**src/rtl/dbg_monitor_pkg.sv**
```systemverilog
// Shared definitions for the CDECV debug monitor: FSM states, debug addresses, frame constants.
// Frame length depends on DBG_SNAPSHOT_CHECKSUM_EN (see dbg_snapshot_tx).
package dbg_monitor_pkg;

    typedef enum logic [1:0] {
        StIdle,
        StScan,
        StSend
    } dbg_state_e;

    typedef logic [2:0] dbg_addr_t;

    localparam dbg_addr_t DBG_PC   = 3'd0;
    localparam dbg_addr_t DBG_A    = 3'd1;
    localparam dbg_addr_t DBG_B    = 3'd2;
    localparam dbg_addr_t DBG_C    = 3'd3;
    localparam dbg_addr_t DBG_T    = 3'd4;
    localparam dbg_addr_t DBG_R    = 3'd5;
    localparam dbg_addr_t DBG_FLG  = 3'd6;
    localparam dbg_addr_t DBG_XBUS = 3'd7;

    localparam logic [7:0] DBG_HEADER_DEFAULT = 8'hA5;

    localparam int unsigned FRAME_LEN_BASE = 9;
    localparam int unsigned FRAME_LEN_CSUM = 10;

endpackage

```
**src/rtl/dbg_snapshot_tx.sv**
```systemverilog
// Scans the eight debug-visible datapath values into a snapshot and streams them as a byte frame.
// Define DBG_SNAPSHOT_CHECKSUM_EN to append an XOR checksum byte over the eight data bytes.
module dbg_snapshot_tx
    import dbg_monitor_pkg::*;
#(
    parameter logic [7:0] HEADER = DBG_HEADER_DEFAULT
) (
    input  logic      clock,
    input  logic      reset,
    input  logic      capture,
    output dbg_addr_t dbg_addr0,
    input  logic [7:0] dbg_data0,
    output dbg_addr_t dbg_addr1,
    input  logic [7:0] dbg_data1,
    output logic      freeze,
    output logic [7:0] tx_data,
    output logic      tx_valid,
    input  logic      tx_ready,
    output logic      busy,
    output logic      done
);

`ifdef DBG_SNAPSHOT_CHECKSUM_EN
    localparam int unsigned FrameLen = FRAME_LEN_CSUM;
`else
    localparam int unsigned FrameLen = FRAME_LEN_BASE;
`endif
    localparam logic [3:0] LastIdx = 4'(FrameLen - 1);

    dbg_state_e state_q, state_d;
    logic [1:0] scan_idx_q, scan_idx_d;
    logic [3:0] byte_idx_q, byte_idx_d;
    logic [7:0] snap_q [8];
    logic [7:0] snap_d [8];
    dbg_addr_t  addr0_q, addr0_d, addr1_q, addr1_d;
    logic       freeze_q, freeze_d, busy_q, busy_d, valid_q, valid_d, done_q, done_d;
    logic [7:0] data_q, data_d;
    logic [3:0] nxt_idx;
`ifdef DBG_SNAPSHOT_CHECKSUM_EN
    logic [7:0] csum_q, csum_d;
`endif

    always_comb begin
        state_d    = state_q;
        scan_idx_d = scan_idx_q;
        byte_idx_d = byte_idx_q;
        snap_d     = snap_q;
        addr0_d    = addr0_q;
        addr1_d    = addr1_q;
        freeze_d   = freeze_q;
        busy_d     = busy_q;
        valid_d    = valid_q;
        data_d     = data_q;
        done_d     = 1'b0;
        nxt_idx    = byte_idx_q + 4'd1;
`ifdef DBG_SNAPSHOT_CHECKSUM_EN
        csum_d     = csum_q;
`endif
        unique case (state_q)
            StIdle: begin
                if (capture) begin
                    state_d    = StScan;
                    scan_idx_d = 2'd0;
                    addr0_d    = DBG_PC;
                    addr1_d    = DBG_A;
                    freeze_d   = 1'b1;
                    busy_d     = 1'b1;
`ifdef DBG_SNAPSHOT_CHECKSUM_EN
                    csum_d     = 8'h00;
`endif
                end
            end
            StScan: begin
                snap_d[{scan_idx_q, 1'b0}] = dbg_data0;
                snap_d[{scan_idx_q, 1'b1}] = dbg_data1;
`ifdef DBG_SNAPSHOT_CHECKSUM_EN
                csum_d = csum_q ^ dbg_data0 ^ dbg_data1;
`endif
                if (scan_idx_q == 2'd3) begin
                    state_d    = StSend;
                    byte_idx_d = 4'd0;
                    addr0_d    = DBG_PC;
                    addr1_d    = DBG_PC;
                    freeze_d   = 1'b0;
                    valid_d    = 1'b1;
                    data_d     = HEADER;
                end else begin
                    scan_idx_d = scan_idx_q + 2'd1;
                    addr0_d    = {scan_idx_d, 1'b0};
                    addr1_d    = {scan_idx_d, 1'b1};
                end
            end
            StSend: begin
                if (valid_q && tx_ready) begin
                    if (byte_idx_q == LastIdx) begin
                        state_d = StIdle;
                        valid_d = 1'b0;
                        busy_d  = 1'b0;
                        data_d  = 8'h00;
                        done_d  = 1'b1;
                    end else begin
                        byte_idx_d = nxt_idx;
                        // Byte 0 is the header, so frame byte n carries snapshot entry n-1.
                        data_d     = snap_q[3'(nxt_idx - 4'd1)];
`ifdef DBG_SNAPSHOT_CHECKSUM_EN
                        if (nxt_idx == LastIdx) data_d = csum_q;
`endif
                    end
                end
            end
            default: state_d = StIdle;
        endcase
    end

    always_ff @(posedge clock or posedge reset) begin
        if (reset) begin
            state_q    <= StIdle;
            scan_idx_q <= 2'd0;
            byte_idx_q <= 4'd0;
            for (int i = 0; i < 8; i++) snap_q[i] <= 8'h00;
            addr0_q    <= DBG_PC;
            addr1_q    <= DBG_PC;
            freeze_q   <= 1'b0;
            busy_q     <= 1'b0;
            valid_q    <= 1'b0;
            data_q     <= 8'h00;
            done_q     <= 1'b0;
`ifdef DBG_SNAPSHOT_CHECKSUM_EN
            csum_q     <= 8'h00;
`endif
        end else begin
            state_q    <= state_d;
            scan_idx_q <= scan_idx_d;
            byte_idx_q <= byte_idx_d;
            snap_q     <= snap_d;
            addr0_q    <= addr0_d;
            addr1_q    <= addr1_d;
            freeze_q   <= freeze_d;
            busy_q     <= busy_d;
            valid_q    <= valid_d;
            data_q     <= data_d;
            done_q     <= done_d;
`ifdef DBG_SNAPSHOT_CHECKSUM_EN
            csum_q     <= csum_d;
`endif
        end
    end

    assign dbg_addr0 = addr0_q;
    assign dbg_addr1 = addr1_q;
    assign freeze    = freeze_q;
    assign busy      = busy_q;
    assign tx_valid  = valid_q;
    assign tx_data   = data_q;
    assign done      = done_q;

endmodule

```
**config.mk**
```make
export PLATFORM = sky130hd
export DESIGN_NAME = dbg_snapshot_tx
export DESIGN_NICKNAME = d
export VERILOG_FILES = /design/src/rtl/dbg_monitor_pkg.sv /design/src/rtl/dbg_snapshot_tx.sv
export SDC_FILE = /design/constraint.sdc
export NUM_CORES = 1
export LEC_CHECK = 0
export ABC_AREA = 1
export BUFFER_PORTS_ARGS = -buffer_cell sky130_fd_sc_hd__buf_2
export CAP_MARGIN = 30
export CELL_PAD_IN_SITES_DETAIL_PLACEMENT = 0
export CELL_PAD_IN_SITES_GLOBAL_PLACEMENT = 2
export CORE_MARGIN = 2
export CORE_UTILIZATION = 31
export DETAILED_ROUTE_END_ITERATION = 6
export PLACE_DENSITY = 0.83
export SYNTH_ARGS = -nofsm -noshare
export SYNTH_HDL_FRONTEND = slang
export SYNTH_SLANG_ARGS = --single-unit
```
**constraint.sdc**
```tcl
create_clock -name clock -period 2.8 [get_ports clock]
set_clock_uncertainty 0.2 [all_clocks]
set_input_delay 0.56 -clock clock [delete_from_list [all_inputs] [get_ports clock]]
set_output_delay 0.56 -clock clock [all_outputs]
set_load 0.02 [all_outputs]
```
### After elaboration in Yosys (flattened, before gate mapping)

Index checks and enable logic that the tools add are counted.

| storage, ports and cells | value |
|---|---|
| bits in registers | 90 |
| input bits | 20 |
| output and inout bits | 18 |
| word-level logic and storage cells | 96 |

| cells by class | value |
|---|---|
| $add $sub $neg | 3 |
| order comparisons | 5 |
| eq/ne operators | 10 |
| muxes and demuxes | 42 |
| bitwise logic cells | 3 |
| reduce and logical (&&, ||, !) cells | 15 |

Operator list:

| operator | number |
|---|---|
| $bwmux 64 | 2 |
| $mux 8 | 7 |
| $demux 8 s3 | 2 |
| $bmux 8 s3 | 1 |
| $pmux 8 s2 | 1 |
| $reduce_and 4->1 | 4 |
| $ge 4x4->1 const B | 3 |
| $mux 2 | 6 |
| $mux 3 | 4 |
| $mux 4 | 3 |
| $ne 2x2->1 const B | 6 |
| $not 3->4 | 3 |
| $pmux 3 s2 | 2 |
| $reduce_and 3->1 | 3 |
| $lt 4x1->1 const B | 2 |
| $mux 1 | 8 |
| $pmux 4 s2 | 1 |
| $pmux 1 s2 | 3 |
| $pmux 2 s3 | 1 |
| $reduce_bool 2->1 | 3 |
| $add 4x1->4 const B | 1 |
| $eq 2x2->1 const B | 2 |
| $eq 4x4->1 const B | 1 |
| $pmux 2 s2 | 1 |
| other kinds (6) | 8 |

### Logic depth before layout (Yosys ltp)

| logic depth | value |
|---|---|
| depth after elaboration | 9 |
| mapped depth | 14 |
| gate-level depth less buffers | 10 |

### Worst setup path before layout

Ideal clock, no wire load.

| timing path | value |
|---|---|
| path kind | reg2reg |
| start point | register byte_idx_q[0] |
| end point | register data_q[1], in the netlist tx_data[1] |
| library setup time | 117 ps |
| arrival time | 1897 ps |
| data required time | 2483 ps |
| path slack | 585 ps |
| stages on the path, launching flop included | 15 |
| path buffers | 4 |
| clock period less this slack | 2215 ps |
| cells stage by stage | dfrtp_1 -> buf_6 -> inv_2 -> buf_6 -> buf_6 -> ha_1 -> inv_1 -> nand2_4 -> nand2_1 -> buf_6 -> o21ai_0 -> o21ai_1 -> nand2_1 -> nand3_1 -> nand2_1 |

| on the way | value |
|---|---|
| cells in the longest elaborated chain, start to end | 9 |
| elaborated cells between the ends (all ways) | 10 |
| classes of those cells | add/sub (2); eq/ne (1); mux (6); bitwise (1) |

RTL lines:

| item | RTL line | source |
|---|---|---|
| from (decl) | dbg_snapshot_tx.sv:32 | `logic [3:0] byte_idx_q, byte_idx_d;` |
| from (signal assigned) | dbg_snapshot_tx.sv:134 | `byte_idx_q <= byte_idx_d;` |
| $add 4x1->4 | dbg_snapshot_tx.sv:55 | `nxt_idx = byte_idx_q + 4'd1;` |
| $sub 3x1->3 | dbg_snapshot_tx.sv:104 | `data_d = snap_q[3'(nxt_idx - 4'd1)];` |
| $not 3->4 (implied by the code) | dbg_snapshot_tx.sv:104 |  |
| $bmux 8 s3 | dbg_snapshot_tx.sv:104 |  |
| $mux 8 (implied by the code) (2 in series) | dbg_snapshot_tx.sv:104 |  |
| $mux 8 * | dbg_snapshot_tx.sv:95 | `if (byte_idx_q == LastIdx) begin` |
| $mux 8 * | dbg_snapshot_tx.sv:94 | `if (valid_q && tx_ready) begin` |
| $pmux 8 s2 * | dbg_snapshot_tx.sv:59 | `unique case (state_q)` |
| to (signal assigned) | dbg_snapshot_tx.sv:141 | `data_q <= data_d;` |
| to (decl) | dbg_snapshot_tx.sv:37 | `logic [7:0] data_q, data_d;` |

Mark *: on every way between the ends. The rest lies on a longest branch, timed or not. The select of a mux whose other input is x is not followed.
A chain may end at the register's enable or synchronous reset.

### Final worst setup path

| timing path | value |
|---|---|
| start point | register byte_idx_q[1] |
| end point | register data_q[1], in the netlist tx_data[1] |

Same word-level chain as after synthesis.

==> metrics.md <==
| Metric | Value |
|---|---|
| Slew Limit Fails | `0` |
| Hpwl dp | `6880 um` |
| Post-CTS setup buffers | `0` |
| Critical path's most frequent cell | `nand2_1` |
| Cell Rows | `42` |
| #FFs+latches synth | `87` |
| Unique cell type count in the Yosys netlist | `26` |
| First-pass GRT wire length | `17,200 um` |
| P_leak | `2.79 nW` |
| # IOs | `38` |
| Fin crit period | `2.24 ns` |
| Setup TNS | `0 ns` |
| P&R area growth vs syn | `15.9%` |
| Crit share post-route | `80.1%` |
| Startpoint types | `register` |
| WP data required | `2.84 ns` |
| Max incr delay on CP | `0.39 ns` |
| Reg2Reg Launch Point | `byte_idx_q[1]` |
| Post-CTS Hold Buffers | `0` |
| Sink Count | `87` |
| Hold_ws | `0.127 ns` |
| PortBufs | `36` |
| DRC viols | `0` |
| Seq/Total Area, Yosys | `52.2%` |
| Nets@finish | `596` |
| Clk slew on worst S/H paths | `0.06 ns` |
| Skew-Pair Late Insertion Delay | `0.35 ns` |
| Die X | `120 um` |
| Most frequent cells in the layout | `183 x nand2_1, 87 x dfrtp_1, 79 x o21ai_0, 72 x inv_1, 36 x buf_2` |
| Commonest non-fill, non-tap cell in the layout | `nand2_1` |
| Die area | `0.0144 mm2` |
| GPL Wtd Cong | `0.793` |
| Peak VDD IR | `0.322 mV` |
| Syn Nets | `561` |
| Clk buf depth | `2` |
| Synth top area cells | `dfrtp_1 52%, nand2_1 16%, o21ai_0 9.5%` |
| CTS Buf Count | `9` |
| Mapped Area | `0.00417 mm2` |
| Post_cts resized | `0` |
| Reg-to-reg endpoint | `tx_data[1]` |
| PD cells | `881 mW/mm2` |
| H-Tree Depth | `3` |
| Critical-path top delay cell | `dfrtp_1` |
| Core outline area | `0.0132 mm2` |
| TritonCTS clock tree | `yes` |
| Iteration-0 DRC Markers | `245` |
| Synth Warn # | `0` |
| Mapped Avg Cell Area | `7.80 um2` |
| Final ANT Viol Nets | `0` |
| Initial Util | `31.6%` |
| Top cell type's share of synthesized area | `52.2%` |
| WL final | `10,100 um` |
| HP Class | `input port to async pin` |
| Final setup vio count | `0` |
| Kind of critical path | `register to register` |
| Largest net degree at the start of global routing | `37` |
| CP Data Arrival Time | `2.29 ns` |
| Mapped Cells | `534` |
| N_diodes | `0` |
| DR vias/cell | `4.52` |
| Endpoint class of the critical path | `register` |
| Die height | `120 um` |
| Initial antenna violation count | `0` |
| R2R setup slack | `0.56 ns` |
| GRT overflow | `0` |
| TritonRoute pass-1 iters | `5` |
| GRT Overall Usage | `15.5%` |
| Share of cells above drive strength 1 | `12.9%` |
| Buf/Inv on CP | `2` |
| CTS root buf | `clkbuf_16` |
| Wirelength per Cell | `13.5 um` |
| RSZ-0062 raised after global routing | `no` |
| Reg2Reg Depth | `10` |
| Vias | `3,391` |
| Max Cap Violations | `0` |
| Worst slew margin | `51.5%` |
| CP max FO | `14` |
| Crit path cell chain | `inv_1, ha_1, inv_1, nand2_4, nand2_1, o21ai_0, o21ai_1, nand2_1, nand3_1, nand2_1` |
| Vias in the first global route | `3,391` |
| Final hold vios | `0` |
| Peak Freq | `446 MHz` |
| Status | `finished clean` |
| Fillcell total | `1,384` |
| Post-synth top area cell | `dfrtp_1` |
| Family with the most delay on the worst path | `simple AND/OR/NAND/NOR gates` |
| Slew @ Worst Pin | `0.726 ns` |
-- cell usage after synthesis (all sizes together) --
cell    count
clkbuf     12
a22o        1
nand2     190
buf        11
o21ai      81
dfrtp      87
conb        1
inv        76
xor2        1
a21oi       9
ha          7
nand3      15
nor2       35
o22ai       6
nand3b      1
o31ai       1
-- per-layer routing --
| metal | global-route usage [%] | vias up | part of all wire (%) |
|---|---|---|---|
| met2 | 25.7 | 48 | 48 |
| met1 | 19.7 | 1613 | 47 |
| met3 | 2.71 | 16 | 3.0 |
| met5 | 0 | - | 0 |
| li1 | - | 1714 | - |
| met4 | 7.13 | 0 | 2.1 |
-- sequential cells by signal, summed over array words and instances (netlist names), 2 cells and up --
| register | flops |
|---|---|
| byte_idx_q | 4 |
| dbg_addr1 | 2 |
| scan_idx_q | 2 |
| snap_q | 64 |
| state_q | 2 |
| tx_data | 8 |
-- stage by stage --
stage	util (%)	cell area, um2	setup slack, ns	instances	power, mW
floorplan	-	4170	0.585	534	2.69
finish	36.6	4830	0.557	750	4.26
global route	36.6	4830	0.256	750	4.57
global placement	34.4	4540	0.601	734	3.07
detailed placement	34.4	4540	0.534	734	3.10
CTS	36.6	4830	0.519	750	4.33
-- kinds of logic (layout without fill, tap and decap cells) --
group                      after synthesis  count (layout)  synth area share [%]
DFF                                     87              87                  52.2
xor gates and xnor gates                 1               1                 0.210
other                                    1               1                0.0900
AOI/OAI and AO/OA                       98              98                  12.1
adders and majority gates                7               7                  2.10
buffers and inverters                   99             139                  10.0
and+or+nand+nor                        241             241                  23.3
-- worst max path at each step --
| stage | endpoint | from | depth (start not counted) |
|---|---|---|---|
| 5_1_grt | tx_data[1] | byte_idx_q[1] | 10 |
| 4_1_cts | tx_data[1] | byte_idx_q[1] | 10 |
| 6_report | tx_data[1] | byte_idx_q[1] | 10 |
| 3_3_place_gp | tx_data[1] | byte_idx_q[1] | 10 |
| 3_5_place_dp | tx_data[1] | byte_idx_q[1] | 10 |
| 2_1_floorplan | tx_data[1] | byte_idx_q[0] | 14 |
-- final cells by class --
type,instances,area [um2],share of cell area [%]
clock buffer,13,250,5.18
tap,176,220,4.56
sequential,87,2180,45.1
timing repair buffer,47,275,5.70
clock inverter,3,42.5,0.881
inverter,76,289,5.99
multi-input combinational,348,1570,32.6
-- report_power, final --
group          switching (mW)  leakage, nW  internal, mW
logic                   0.982         1.82         0.414
clock network           0.480        0.140         0.715
registers               0.164        0.829          1.50
Power figures use the tool's default switching activity.
